===== config.mk =====
export PLATFORM = sky130hd
export DESIGN_NAME = aha_loop_back_monitor
export DESIGN_NICKNAME = d
export VERILOG_FILES = /design/src/rtl/aha_loop_back_monitor.sv
export SDC_FILE = /design/constraint.sdc
export NUM_CORES = 1
export LEC_CHECK = 0
export ABC_AREA = 0
export CORE_MARGIN = 3
export CORE_UTILIZATION = 45
export CTS_CLUSTER_SIZE = 28
export DETAILED_ROUTE_END_ITERATION = 6
export HOLD_SLACK_MARGIN = 0.02
export PLACE_DENSITY = 0.68
export SLEW_MARGIN = 15
export SYNTH_ARGS = -nofsm -noshare
export SYNTH_HDL_FRONTEND = slang
export SYNTH_SLANG_ARGS = --single-unit

===== constraint.sdc =====
create_clock -name CLK -period 4.5 [get_ports CLK]
set_clock_uncertainty 0.1 [all_clocks]
set_input_delay 0.9 -clock CLK [delete_from_list [all_inputs] [get_ports CLK]]
set_output_delay 0.9 -clock CLK [all_outputs]
set_load 0.05 [all_outputs]

===== src/rtl/aha_loop_back_monitor.sv =====
// Loop-back monitor: synchronizes a returned loop-back signal and counts its
// rising edges over a programmable window of CLK cycles.
//
// Handshake: START is a request sampled only while idle (BUSY=0); WINDOW is
// captured in the same cycle. The result on EDGE_COUNT/OVERFLOW is valid
// when DONE pulses for one cycle, and it is held until the next DONE or reset.
// A zero-length window completes immediately, without entering MEASURE.
// BUSY reflects the FSM state directly (MEASURE) and doubles as its debug view.
module aha_loop_back_monitor #(
    parameter int CNT_WIDTH = 16,
    parameter int WIN_WIDTH = 16
) (
    input  logic                 CLK,
    input  logic                 RESET,
    input  logic                 LOOP_BACK_IN,
    input  logic                 START,
    input  logic [WIN_WIDTH-1:0] WINDOW,
    output logic                 BUSY,
    output logic                 DONE,
    output logic [CNT_WIDTH-1:0] EDGE_COUNT,
    output logic                 OVERFLOW,
    output logic                 LEVEL
);

    typedef enum logic {
        IDLE    = 1'b0,
        MEASURE = 1'b1
    } state_t;

    localparam logic [CNT_WIDTH-1:0] ACC_MAX = '1;
    localparam logic [CNT_WIDTH-1:0] ACC_ONE = {{(CNT_WIDTH-1){1'b0}}, 1'b1};
    localparam logic [WIN_WIDTH-1:0] WIN_ONE = {{(WIN_WIDTH-1){1'b0}}, 1'b1};

    state_t               state;
    state_t               state_next;
    logic                 s1;
    logic                 s2;
    logic                 s3;
    logic                 rise;
    logic [WIN_WIDTH-1:0] win_cnt;
    logic [WIN_WIDTH-1:0] win_cnt_next;
    logic [CNT_WIDTH-1:0] acc;
    logic [CNT_WIDTH-1:0] acc_next;
    logic [CNT_WIDTH-1:0] acc_inc;
    logic                 ovf;
    logic                 ovf_next;
    logic                 ovf_inc;
    logic [CNT_WIDTH-1:0] count_next;
    logic                 result_ovf_next;
    logic                 done_next;

    // Two-flop synchronizer plus one history flop for edge detection.
    // s3 resets to 0, so a line already high at reset release counts once.
    always_ff @(posedge CLK or posedge RESET) begin
        if (RESET) begin
            s1 <= 1'b0;
            s2 <= 1'b0;
            s3 <= 1'b0;
        end else begin
            s1 <= LOOP_BACK_IN;
            s2 <= s1;
            s3 <= s2;
        end
    end

    assign rise  = s2 & ~s3;
    assign LEVEL = s2;
    assign BUSY  = (state == MEASURE);

    // Saturating accumulate of this cycle's edge; an edge at saturation flags overflow.
    always_comb begin
        acc_inc = acc;
        ovf_inc = ovf;
        if (rise) begin
            if (acc == ACC_MAX) begin
                ovf_inc = 1'b1;
            end else begin
                acc_inc = acc + ACC_ONE;
            end
        end
    end

    // Next-state and datapath updates for the IDLE/MEASURE controller.
    always_comb begin
        state_next      = state;
        win_cnt_next    = win_cnt;
        acc_next        = acc;
        ovf_next        = ovf;
        count_next      = EDGE_COUNT;
        result_ovf_next = OVERFLOW;
        done_next       = 1'b0;
        if (state == IDLE) begin
            if (START) begin
                if (WINDOW != '0) begin
                    // The accept-cycle edge is discarded by clearing here.
                    win_cnt_next = WINDOW;
                    acc_next     = '0;
                    ovf_next     = 1'b0;
                    state_next   = MEASURE;
                end else begin
                    count_next      = '0;
                    result_ovf_next = 1'b0;
                    done_next       = 1'b1;
                end
            end
        end else begin
            win_cnt_next = win_cnt - WIN_ONE;
            acc_next     = acc_inc;
            ovf_next     = ovf_inc;
            if (win_cnt == WIN_ONE) begin
                // Closing cycle: publish the total including this cycle's edge.
                count_next      = acc_inc;
                result_ovf_next = ovf_inc;
                done_next       = 1'b1;
                state_next      = IDLE;
            end
        end
    end

    // State register.
    always_ff @(posedge CLK or posedge RESET) begin
        if (RESET) begin
            state <= IDLE;
        end else begin
            state <= state_next;
        end
    end

    // Window counter, accumulator, overflow flag and published result registers.
    always_ff @(posedge CLK or posedge RESET) begin
        if (RESET) begin
            win_cnt    <= '0;
            acc        <= '0;
            ovf        <= 1'b0;
            EDGE_COUNT <= '0;
            OVERFLOW   <= 1'b0;
            DONE       <= 1'b0;
        end else begin
            win_cnt    <= win_cnt_next;
            acc        <= acc_next;
            ovf        <= ovf_next;
            EDGE_COUNT <= count_next;
            OVERFLOW   <= result_ovf_next;
            DONE       <= done_next;
        end
    end

endmodule


==> results.ini, run 1 <==
[placed_design]
hpwl_um = 4880
gp_congestion = 0.878
port-buffer-count = 39

[final_layout]
n_antenna_cell = 0
syn_to_final_growth_pct = 19.3
drive_gt1_share_pct = 7.81
fin_nets = 356

[timing]
setup_viol = 0
hold_viol = 0
slew_violations = 0
fin_tns_setup_ns = 0
worst_pin_slew_ns = 0.796
period_needed_ns = 3.25
fmax_mhz = 308
rsz0062_at_grt = false
relSlewSlack_pct = 46.4
finalCritPeriodShare_pct = 72.3
holdWs_ns = 0.285

[worst_hold_path]
min_path_type = reg -> reg

[synth]
synth_ff_type = dfrtp_1
synth_common_cells = dfrtp_1 (55), nand2_1 (25), a21oi_1 (21), nor2_1 (21), o21ai_0 (17)
async_flop_share_pct = 100
netlist_top_cells_area = dfrtp_1 (48%), a21oi_1 (3.7%), o2bb2ai_1 (3.4%)
synth_edf_count = 0
yosys.area.top_type = dfrtp_1
seq_area_frac_synth_pct = 48.0
synthesis.instances = 297
synth_nets = 320
avgSynthCellArea_um2 = 9.66
synth.most_common_cell = dfrtp_1
synth_top_area_share_pct = 48.0
ys_types = 51
synth_area_mm2 = 0.00287
synth-seq-cells = 55
yosysWarnings = 0

[die]
fp.coreArea_mm2 = 0.00606
dieArea_mm2 = 0.00737
io_pins = 40
row_count = 28
die_h_um = 85.9
initial_core_util_pct = 47.4
die_w_um = 85.9

[clocking]
clockBufferDepth = 2
clkTransAtPathRegs_ns = 0.10
cts-htree-levels = 2
post_cts_resized = 0
insertion_delay_ns = 0.32
root_buffer = clkbuf_8
cts_tree = built
cts_num_sinks = 55
cts_buffers = 5
cts_hold_buf = 0
cts_setup_buffers = 0

[setup_path]
cp_slowest_cell = or4_4
worstPathMaxFanout = 12
worst_path_largest_cell_delay_ns = 0.58
crit_path_cell_trace = clkdlybuf4s50_1, or4_4, o41ai_4, buf_4, and2_1, buf_4, a21o_1, a22o_1
critPathKind = in -> reg
end_kind = flip-flop
critPathLaunchType = primary input
cpMostUsedCell = buf_4
crit_arrival_ns = 3.41
critPathRequiredTime_ns = 4.66

[power_and_ir_drop]
powerDensity_mw_per_mm2 = 386
power_mw = 1.32
vdd_ir_drop_max_mv = 0.246
p_leak_nw = 1.40

[global_routing]
use_met1_pct = 27.6
grt-busiest-layer = met2
grt_pass1_wl_um = 11700
gr-total-overflow = 0
antenna_found_initial = 0
grtUsageTotal_pct = 19.8
grt_pass1_vias = 2385
use_met2_pct = 31.5
use_met3_pct = 5.09
grt_max_degree = 31

[detailed_routing]
vias = 2413
via_per_inst = 5.91
drt-initial-drc-count = 124
drc = 0
wire_per_inst_um = 16.9
drt-total-wl_um = 6890
first_pass_iters = 4
ant_nets = 0

[flow_run]
maxCapViolCount = 0

[run_status]
status = finished clean

layer usage:
metal,wire (um),up-vias
li1,-,1170
met1,3280,1175
met2,3200,62
met3,359,6
met4,57,0
met5,0,-
worst max-delay path: cells and delay by family:
family	cells	cell delay, ns
and+or+nand+nor	2	1.04
buffers and inverters	3	0.91
AOI/OAI and AO/OA	3	0.55
logic make-up (layout without fill, tap and decap cells):
logic type	after synthesis	count (layout)	share of synthesized area (%)
AND/OR/NAND/NOR	115	115	21.4
AO/OA/AOI/OAI	83	83	20.5
flip-flops	55	55	48.0
buffers and inverters	27	63	4.32
XOR/XNOR	10	10	3.05
multiplexers	4	4	1.48
adder cells (fa/ha/maj)	3	3	1.31
flip-flops by register name, indices dropped and copies added (netlist names):
register	cells
BUSY	1
DONE	1
EDGE_COUNT	16
LEVEL	1
OVERFLOW	1
acc	16
ovf	1
s1	1
s3	1
win_cnt	16
worst paths after layout:
path	startpoint	to	slack, ns	depth (start not counted)
worst min-delay path	s1$_DFF_PP0_	LEVEL$_DFF_PP0_	0.28	0
worst max register to register	win_cnt[7]$_DFFE_PP0P_	EDGE_COUNT[2]$_DFFE_PP0P_	1.98	5
max in group asynchronous	RESET	acc[3]$_DFFE_PP0P_	2.64	3
min in group asynchronous	RESET	win_cnt[15]$_DFFE_PP0P_	0.89	2
worst max-delay path	WINDOW[14]	acc[15]$_DFFE_PP0P_	1.25	8
worst min register to register	s1$_DFF_PP0_	LEVEL$_DFF_PP0_	0.28	0
cell usage in the layout (no fill, tap or decap), types with 3 or more instances in the layout:
master and instances:
a21o_1 3, nand3_1 11, xnor2_1 6, or4_1 3, nand2_1 25, o211ai_1 3
dfrtp_1 55, o21ai_0 17, a22o_1 8, and2_1 6, buf_4 6, nand2b_1 4
and4_1 4, a21oi_1 21, ha_1 3, a31oi_1 3, nor2_1 21, nor4_1 3
inv_1 10, and3_1 6, clkbuf_8 5, nor3_1 10, o2bb2ai_1 11, or2_2 3
xor2_1 4, clkdlybuf4s50_1 39, nand4_1 9
metrics by stage:
| step | util (%) | cell area (um2) | setup slack, ns | instances |
|---|---|---|---|---|
| 4_1_cts | 56.5 | 3420 | 1.24 | 408 |
| 3_3_place_gp | 54.7 | 3320 | 0.989 | 401 |
| 2_1_floorplan | - | 2870 | 1.71 | 297 |
| 3_5_place_dp | 54.7 | 3320 | 0.922 | 401 |
| 6_report | 56.5 | 3420 | 1.25 | 408 |
| 5_1_grt | 56.5 | 3420 | 1.12 | 408 |
area by class of cell:
class | count | area, um2
clock inverters | 2 | 37.5
clock buffers | 5 | 68.8
repair buffers | 45 | 435
well taps | 75 | 93.8
fillers | 560 | 2640
inverters | 11 | 41.3
flip-flops and latches | 55 | 1380
multi-input cells | 215 | 1370
power breakdown:
| group | internal [mW] | leakage [nW] | switching, mW | total [mW] |
|---|---|---|---|---|
| clock | 0.163 | 0.0502 | 0.168 | 0.331 |
| combinational | 0.143 | 0.732 | 0.167 | 0.310 |
| sequential | 0.577 | 0.616 | 0.102 | 0.679 |
Note: power is estimated with default switching activity, not from simulation.
==> run 2: changes to the inputs <==
--- a/config.mk
+++ b/config.mk
@@ -11,7 +11,7 @@
 export CTS_CLUSTER_SIZE = 28
 export DETAILED_ROUTE_END_ITERATION = 6
 export HOLD_SLACK_MARGIN = 0.02
-export PLACE_DENSITY = 0.68
+export PLACE_DENSITY = 0.7
 export SLEW_MARGIN = 15
 export SYNTH_ARGS = -nofsm -noshare
 export SYNTH_HDL_FRONTEND = slang
==> constraint.sdc (replaced) <==
create_clock -name CLK -period 2.79 [get_ports CLK]
set_clock_uncertainty 0.1 [all_clocks]
set_input_delay 0.558 -clock CLK [delete_from_list [all_inputs] [get_ports CLK]]
set_output_delay 0.558 -clock CLK [all_outputs]
set_load 0.05 [all_outputs]
==> results.ini, run 2 (synthesis gave the netlist of run 1 again) <==
[run_status]
status = finished clean  ; unchanged

[clocking]
cts_hold_buf = 0  ; unchanged
cts_setup_buffers = 0  ; unchanged
cts_tree = built  ; unchanged
cts-htree-levels = 2  ; unchanged
insertion_delay_ns = 0.31  ; was 0.32 ns
clockBufferDepth = 2  ; unchanged
cts_buffers = 5  ; unchanged
root_buffer = clkbuf_8  ; unchanged
clkTransAtPathRegs_ns = 0.09  ; was 0.10 ns
post_cts_resized = 0  ; unchanged
cts_num_sinks = 55  ; unchanged

[placed_design]
gp_congestion = 0.845  ; was 0.878
hpwl_um = 4860  ; was 4880 um
port-buffer-count = 39  ; unchanged

[global_routing]
use_met2_pct = 32.6  ; was 31.5%
grt-busiest-layer = met2  ; unchanged
grt_pass1_vias = 2453  ; was 2385
use_met1_pct = 26.4  ; was 27.6%
use_met3_pct = 4.61  ; was 5.09%
grt_max_degree = 45  ; was 31
antenna_found_initial = 0  ; unchanged
grtUsageTotal_pct = 19.7  ; was 19.8%
gr-total-overflow = 0  ; unchanged
grt_pass1_wl_um = 11700  ; about the same

[timing]
holdWs_ns = 0.259  ; was 0.285 ns
relSlewSlack_pct = 51.1  ; was 46.4%
slew_violations = 0  ; unchanged
period_needed_ns = 2.56
hold_viol = 0  ; unchanged
fmax_mhz = 391
finalCritPeriodShare_pct = 91.6
worst_pin_slew_ns = 0.727  ; was 0.796 ns
setup_viol = 0  ; unchanged
rsz0062_at_grt = false  ; unchanged
fin_tns_setup_ns = 0  ; unchanged

[setup_path]
critPathKind = in -> reg  ; unchanged
worstPathMaxFanout = 11  ; was 12
end_kind = flip-flop  ; unchanged
crit_path_cell_trace = clkdlybuf4s50_1, or4_1, nor4_1, nand3_1, and2_1, buf_12, o2bb2ai_1  ; was clkdlybuf4s50_1, or4_4, o41ai_4, buf_4, and2_1, buf_4, a21o_1, a22o_1
crit_arrival_ns = 2.64  ; was 3.41 ns
worst_path_largest_cell_delay_ns = 0.60  ; was 0.58 ns
critPathRequiredTime_ns = 2.88  ; was 4.66 ns
critPathLaunchType = primary input  ; unchanged
cp_slowest_cell = or4_1  ; was or4_4

[final_layout]
n_antenna_cell = 0  ; unchanged
syn_to_final_growth_pct = 25.5  ; was 19.3%
layout_commonest_cell = dfrtp_1  ; unchanged
drive_gt1_share_pct = 13.8  ; was 7.81%
final_cell_mix = dfrtp_1 (55), clkdlybuf4s50_1 (39), buf_4 (27), nand2_1 (25)  ; was dfrtp_1 (55), clkdlybuf4s50_1 (39), nand2_1 (25), nor2_1 (21), a21oi_1 (21)
biggestRegsByFlops = EDGE_COUNT x16, acc x16, win_cnt x16  ; unchanged
fin_nets = 379  ; was 356

[power_and_ir_drop]
p_sw_share_pct = 33.4  ; was 33.2%
pwr-share-seq_pct = 53.0  ; was 51.4%
p_leak_nw = 1.52  ; was 1.40 nW
powerDensity_mw_per_mm2 = 572  ; was 386 mW/mm2
p_clk_share_pct = 21.6  ; was 25.1%
vdd_ir_drop_max_mv = 0.394  ; was 0.246 mV
power.switching_mw = 0.687  ; was 0.438 mW
comb_power_share_pct = 25.4  ; was 23.5%
p_int_mw = 1.37  ; was 0.882 mW

[die]
dieArea_mm2 = 0.00737  ; unchanged
die_w_um = 85.9  ; unchanged
row_count = 28  ; unchanged
fp.coreArea_mm2 = 0.00606  ; unchanged
die_h_um = 85.9  ; unchanged
initial_core_util_pct = 47.4  ; unchanged
io_pins = 40  ; unchanged

[detailed_routing]
via_per_inst = 5.68  ; was 5.91
drt-initial-drc-count = 119  ; was 124
drc = 0  ; unchanged
wire_per_inst_um = 15.5  ; was 16.9 um
vias = 2446  ; was 2413
first_pass_iters = 4  ; unchanged
drt-total-wl_um = 6670  ; was 6890 um
ant_nets = 0  ; unchanged

[flow_run]
maxCapViolCount = 0  ; unchanged

[worst_hold_path]
min_path_type = reg -> reg  ; unchanged

## run 2: per-layer routing
metal / share of wire, % / wire, um / up-vias
li1: - / - / 1213
met4: 1.1 / 72 / 0
met1: 47 / 3130 / 1172
met3: 4.5 / 298 / 8
met2: 48 / 3170 / 53
met5: 0 / 0 / -
## run 2: final timing paths
kind,end,slack [ns],from,depth (start not counted)
hold / removal,LEVEL$_DFF_PP0_,0.26,s1$_DFF_PP0_,0
hold reg to reg,LEVEL$_DFF_PP0_,0.26,s1$_DFF_PP0_,0
min in group asynchronous,win_cnt[9]$_DFFE_PP0P_,0.41,RESET,2
max in group asynchronous,ovf$_DFFE_PP0P_,1.65,RESET,3
setup / recovery,EDGE_COUNT[5]$_DFFE_PP0P_,0.23,WINDOW[6],7
setup reg to reg,win_cnt[12]$_DFFE_PP0P_,0.42,win_cnt[0]$_DFFE_PP0P_,7
## run 2: layout make-up
type                            instances  area [um2]
Tap cell                               75        93.8
Sequential cell                        55        1380
Clock inverter                          1        5.00
Clock buffer                            6        82.6
Timing Repair Buffer                   68         633
Fill cell                             533        2460
Inverter                               11        41.3
Multi-Input combinational cell        215        1370
## run 2: worst max-delay path, delay by kind of cell
family	cells	cell delay (ns)
buffers and inverters	2	0.61
and+or+nand+nor	4	1.35
AOI/OAI and AO/OA	1	0.12
## run 2: through the flow
step	setup slack, ns	area, um2	power (mW)	util (%)	cells
floorplan	0.339	2870	1.45	-	297
global placement	-0.0493	3510	1.60	58.0	424
detailed placement	-0.0840	3510	1.62	58.0	424
CTS	0.248	3600	2.07	59.4	431
global route	0.126	3600	2.22	59.4	431
finish	0.235	3600	2.06	59.4	431
## run 2: power groups by stage
stage | clock network (mW) | logic (mW) | registers [mW]
floorplan | 0 | 0.403 | 1.05
global placement | 0 | 0.507 | 1.10
detailed placement | 0 | 0.524 | 1.10
CTS | 0.460 | 0.527 | 1.09
global route | 0.494 | 0.605 | 1.12
finish | 0.444 | 0.524 | 1.09
==> run 3: changes to the inputs <==
--- a/config.mk
+++ b/config.mk
@@ -7,11 +7,10 @@
 export LEC_CHECK = 0
 export ABC_AREA = 0
 export CORE_MARGIN = 3
-export CORE_UTILIZATION = 45
+export CORE_UTILIZATION = 40
 export CTS_CLUSTER_SIZE = 28
 export DETAILED_ROUTE_END_ITERATION = 6
 export HOLD_SLACK_MARGIN = 0.02
-export PLACE_DENSITY = 0.7
 export SLEW_MARGIN = 15
 export SYNTH_ARGS = -nofsm -noshare
 export SYNTH_HDL_FRONTEND = slang
==> results.ini, run 3 (synthesis gave the netlist of run 1 again) <==
[worst_hold_path]
min_path_type = reg -> reg  ; unchanged
hp-start = s1$_DFF_PP0_  ; unchanged

[flow_run]
maxCapViolCount = 0  ; unchanged

[power_and_ir_drop]
p_leak_nw = 1.52  ; about the same
vdd_ir_drop_max_mv = 0.315  ; was 0.394 mV
powerDensity_mw_per_mm2 = 589  ; was 572 mW/mm2

[global_routing]
grt_pass1_wl_um = 12400  ; was 11700 um
grt_max_degree = 25  ; was 45
grt_pass1_vias = 2549  ; was 2453
grtUsageTotal_pct = 18.3  ; was 19.7%
antenna_found_initial = 0  ; unchanged
gr-total-overflow = 0  ; unchanged

[setup_path]
crit_end = win_cnt[1]$_DFFE_PP0P_  ; was EDGE_COUNT[5]$_DFFE_PP0P_
ff2ff_setup_slack_ns = 0.42  ; about the same
crit_start = WINDOW[14]  ; was WINDOW[6]
worst_path_largest_cell_delay_ns = 0.58  ; was 0.60 ns
path_depth = 7  ; unchanged
critPathRequiredTime_ns = 2.86  ; was 2.88 ns
reg2reg_depth = 7  ; unchanged
cp_slowest_cell = or4_4  ; was or4_1
crit_arrival_ns = 2.68  ; was 2.64 ns
rr_endpoint = win_cnt[12]$_DFFE_PP0P_  ; unchanged
crit_path_cell_trace = clkdlybuf4s50_1, or4_4, o41ai_4, buf_4, mux2_2, nor2_1, a21oi_1  ; was clkdlybuf4s50_1, or4_1, nor4_1, nand3_1, and2_1, buf_12, o2bb2ai_1
cpLargestDelayFamily = simple AND/OR/NAND/NOR gates  ; unchanged
rr_startpoint = win_cnt[0]$_DFFE_PP0P_  ; unchanged
critPathLaunchType = primary input  ; unchanged
cp_num_buf_inv = 2  ; unchanged
critPathKind = in -> reg  ; unchanged
end_kind = flip-flop  ; unchanged
worstPathMaxFanout = 6  ; was 11

[detailed_routing]
drc = 0  ; unchanged
wire_per_inst_um = 15.5  ; about the same
ant_nets = 0  ; unchanged
via_per_inst = 5.39  ; was 5.68
drt-initial-drc-count = 50  ; was 119
first_pass_iters = 4  ; unchanged
vias = 2448  ; was 2446
drt-total-wl_um = 7040  ; was 6670 um

[clocking]
cts_setup_buffers = 0  ; unchanged
insertion_delay_ns = 0.31  ; about the same
cts_buffers = 5  ; unchanged
clkTransAtPathRegs_ns = 0.11  ; was 0.09 ns
cts_num_sinks = 55  ; unchanged
cts-htree-levels = 2  ; unchanged
clockBufferDepth = 2  ; unchanged
post_cts_resized = 0  ; unchanged
root_buffer = clkbuf_8  ; unchanged
cts_hold_buf = 0  ; unchanged
cts_tree = built  ; unchanged

[die]
fp.coreArea_mm2 = 0.00687  ; was 0.00606 mm2
dieArea_mm2 = 0.00823  ; was 0.00737 mm2
die_h_um = 90.7  ; was 85.9 um
die_w_um = 90.7  ; was 85.9 um
io_pins = 40  ; unchanged
row_count = 30  ; was 28
initial_core_util_pct = 41.8  ; was 47.4%

[timing]
setup_viol = 0  ; unchanged
worst_pin_slew_ns = 0.506  ; was 0.727 ns
rsz0062_at_grt = false  ; unchanged
hold_viol = 0  ; unchanged
relSlewSlack_pct = 66.2  ; was 51.1%
slew_violations = 0  ; unchanged
period_needed_ns = 2.60  ; was 2.56 ns
fmax_mhz = 384  ; was 391 MHz
finalCritPeriodShare_pct = 93.3  ; was 91.6%
holdWs_ns = 0.262  ; was 0.259 ns

[final_layout]
layout_commonest_cell = dfrtp_1  ; unchanged
fillers = 672  ; was 533
fin_nets = 380  ; was 379
syn_to_final_growth_pct = 27.2  ; was 25.5%
final_cell_mix = dfrtp_1 (55), clkdlybuf4s50_1 (39), buf_4 (29), nand2_1 (25)  ; was dfrtp_1 (55), clkdlybuf4s50_1 (39), buf_4 (27), nand2_1 (25)
n_antenna_cell = 0  ; unchanged
final_area_mm2 = 0.00365  ; was 0.00360 mm2
drive_gt1_share_pct = 14.2  ; was 13.8%
biggestRegsByFlops = EDGE_COUNT x16, acc x16, win_cnt x16  ; unchanged

[placed_design]
place_area_mm2 = 0.00354  ; was 0.00351 mm2
hpwl_um = 5190  ; was 4860 um
gp_congestion = 0.851  ; was 0.845
port-buffer-count = 39  ; unchanged

[run_status]
status = finished clean  ; unchanged

==> run 3: worst min-delay path by stage <==
| stage | to | slack (ns) | depth (start not counted) |
|---|---|---|---|
| after floorplan | LEVEL$_DFF_PP0_ | 0.23 | 0 |
| after detailed placement | LEVEL$_DFF_PP0_ | 0.24 | 0 |
| after CTS | LEVEL$_DFF_PP0_ | 0.27 | 0 |
| after global routing | LEVEL$_DFF_PP0_ | 0.27 | 0 |
| after global placement | LEVEL$_DFF_PP0_ | 0.23 | 0 |
| final | LEVEL$_DFF_PP0_ | 0.26 | 0 |
==> run 3: stage by stage <==
step | cells | utilization [%] | power (mW) | TNS [ns] | setup WS (ns)
final | 454 | 53.2 | 2.15 | 0 | 0.186
after CTS | 454 | 53.2 | 2.17 | 0 | 0.187
after global placement | 446 | 51.5 | 1.61 | -1.23 | -0.111
after detailed placement | 446 | 51.5 | 1.62 | -1.19 | -0.130
after global routing | 454 | 53.2 | 2.31 | 0 | 0.0627
after floorplan | 297 | - | 1.45 | 0 | 0.339
==> run 3: final cells by class <==
cell class	instances	area [um2]	area share (%)
clock buffer	5	68.8	1.88
clock inverter	3	46.3	1.27
inverter	11	41.3	1.13
multi-input combinational	215	1370	37.5
sequential	55	1380	37.7
tap	96	120	3.29
timing repair buffer	69	628	17.2
==> run 3: power breakdown <==
group	internal [mW]	total (mW)	switching, mW
clock	0.271	0.551	0.280
sequential	0.930	1.08	0.154
combinational	0.243	0.516	0.273
total	1.44	2.15	0.707
==> run 3: metal layers <==
layer | track usage [%] | vias up | share of wire (%)
met5 | 0 | - | 0
met4 | 4.59 | 0 | 1.2
met2 | 29.2 | 51 | 46
li1 | - | 1215 | -
met3 | 4.08 | 6 | 3.7
met1 | 25.4 | 1176 | 49
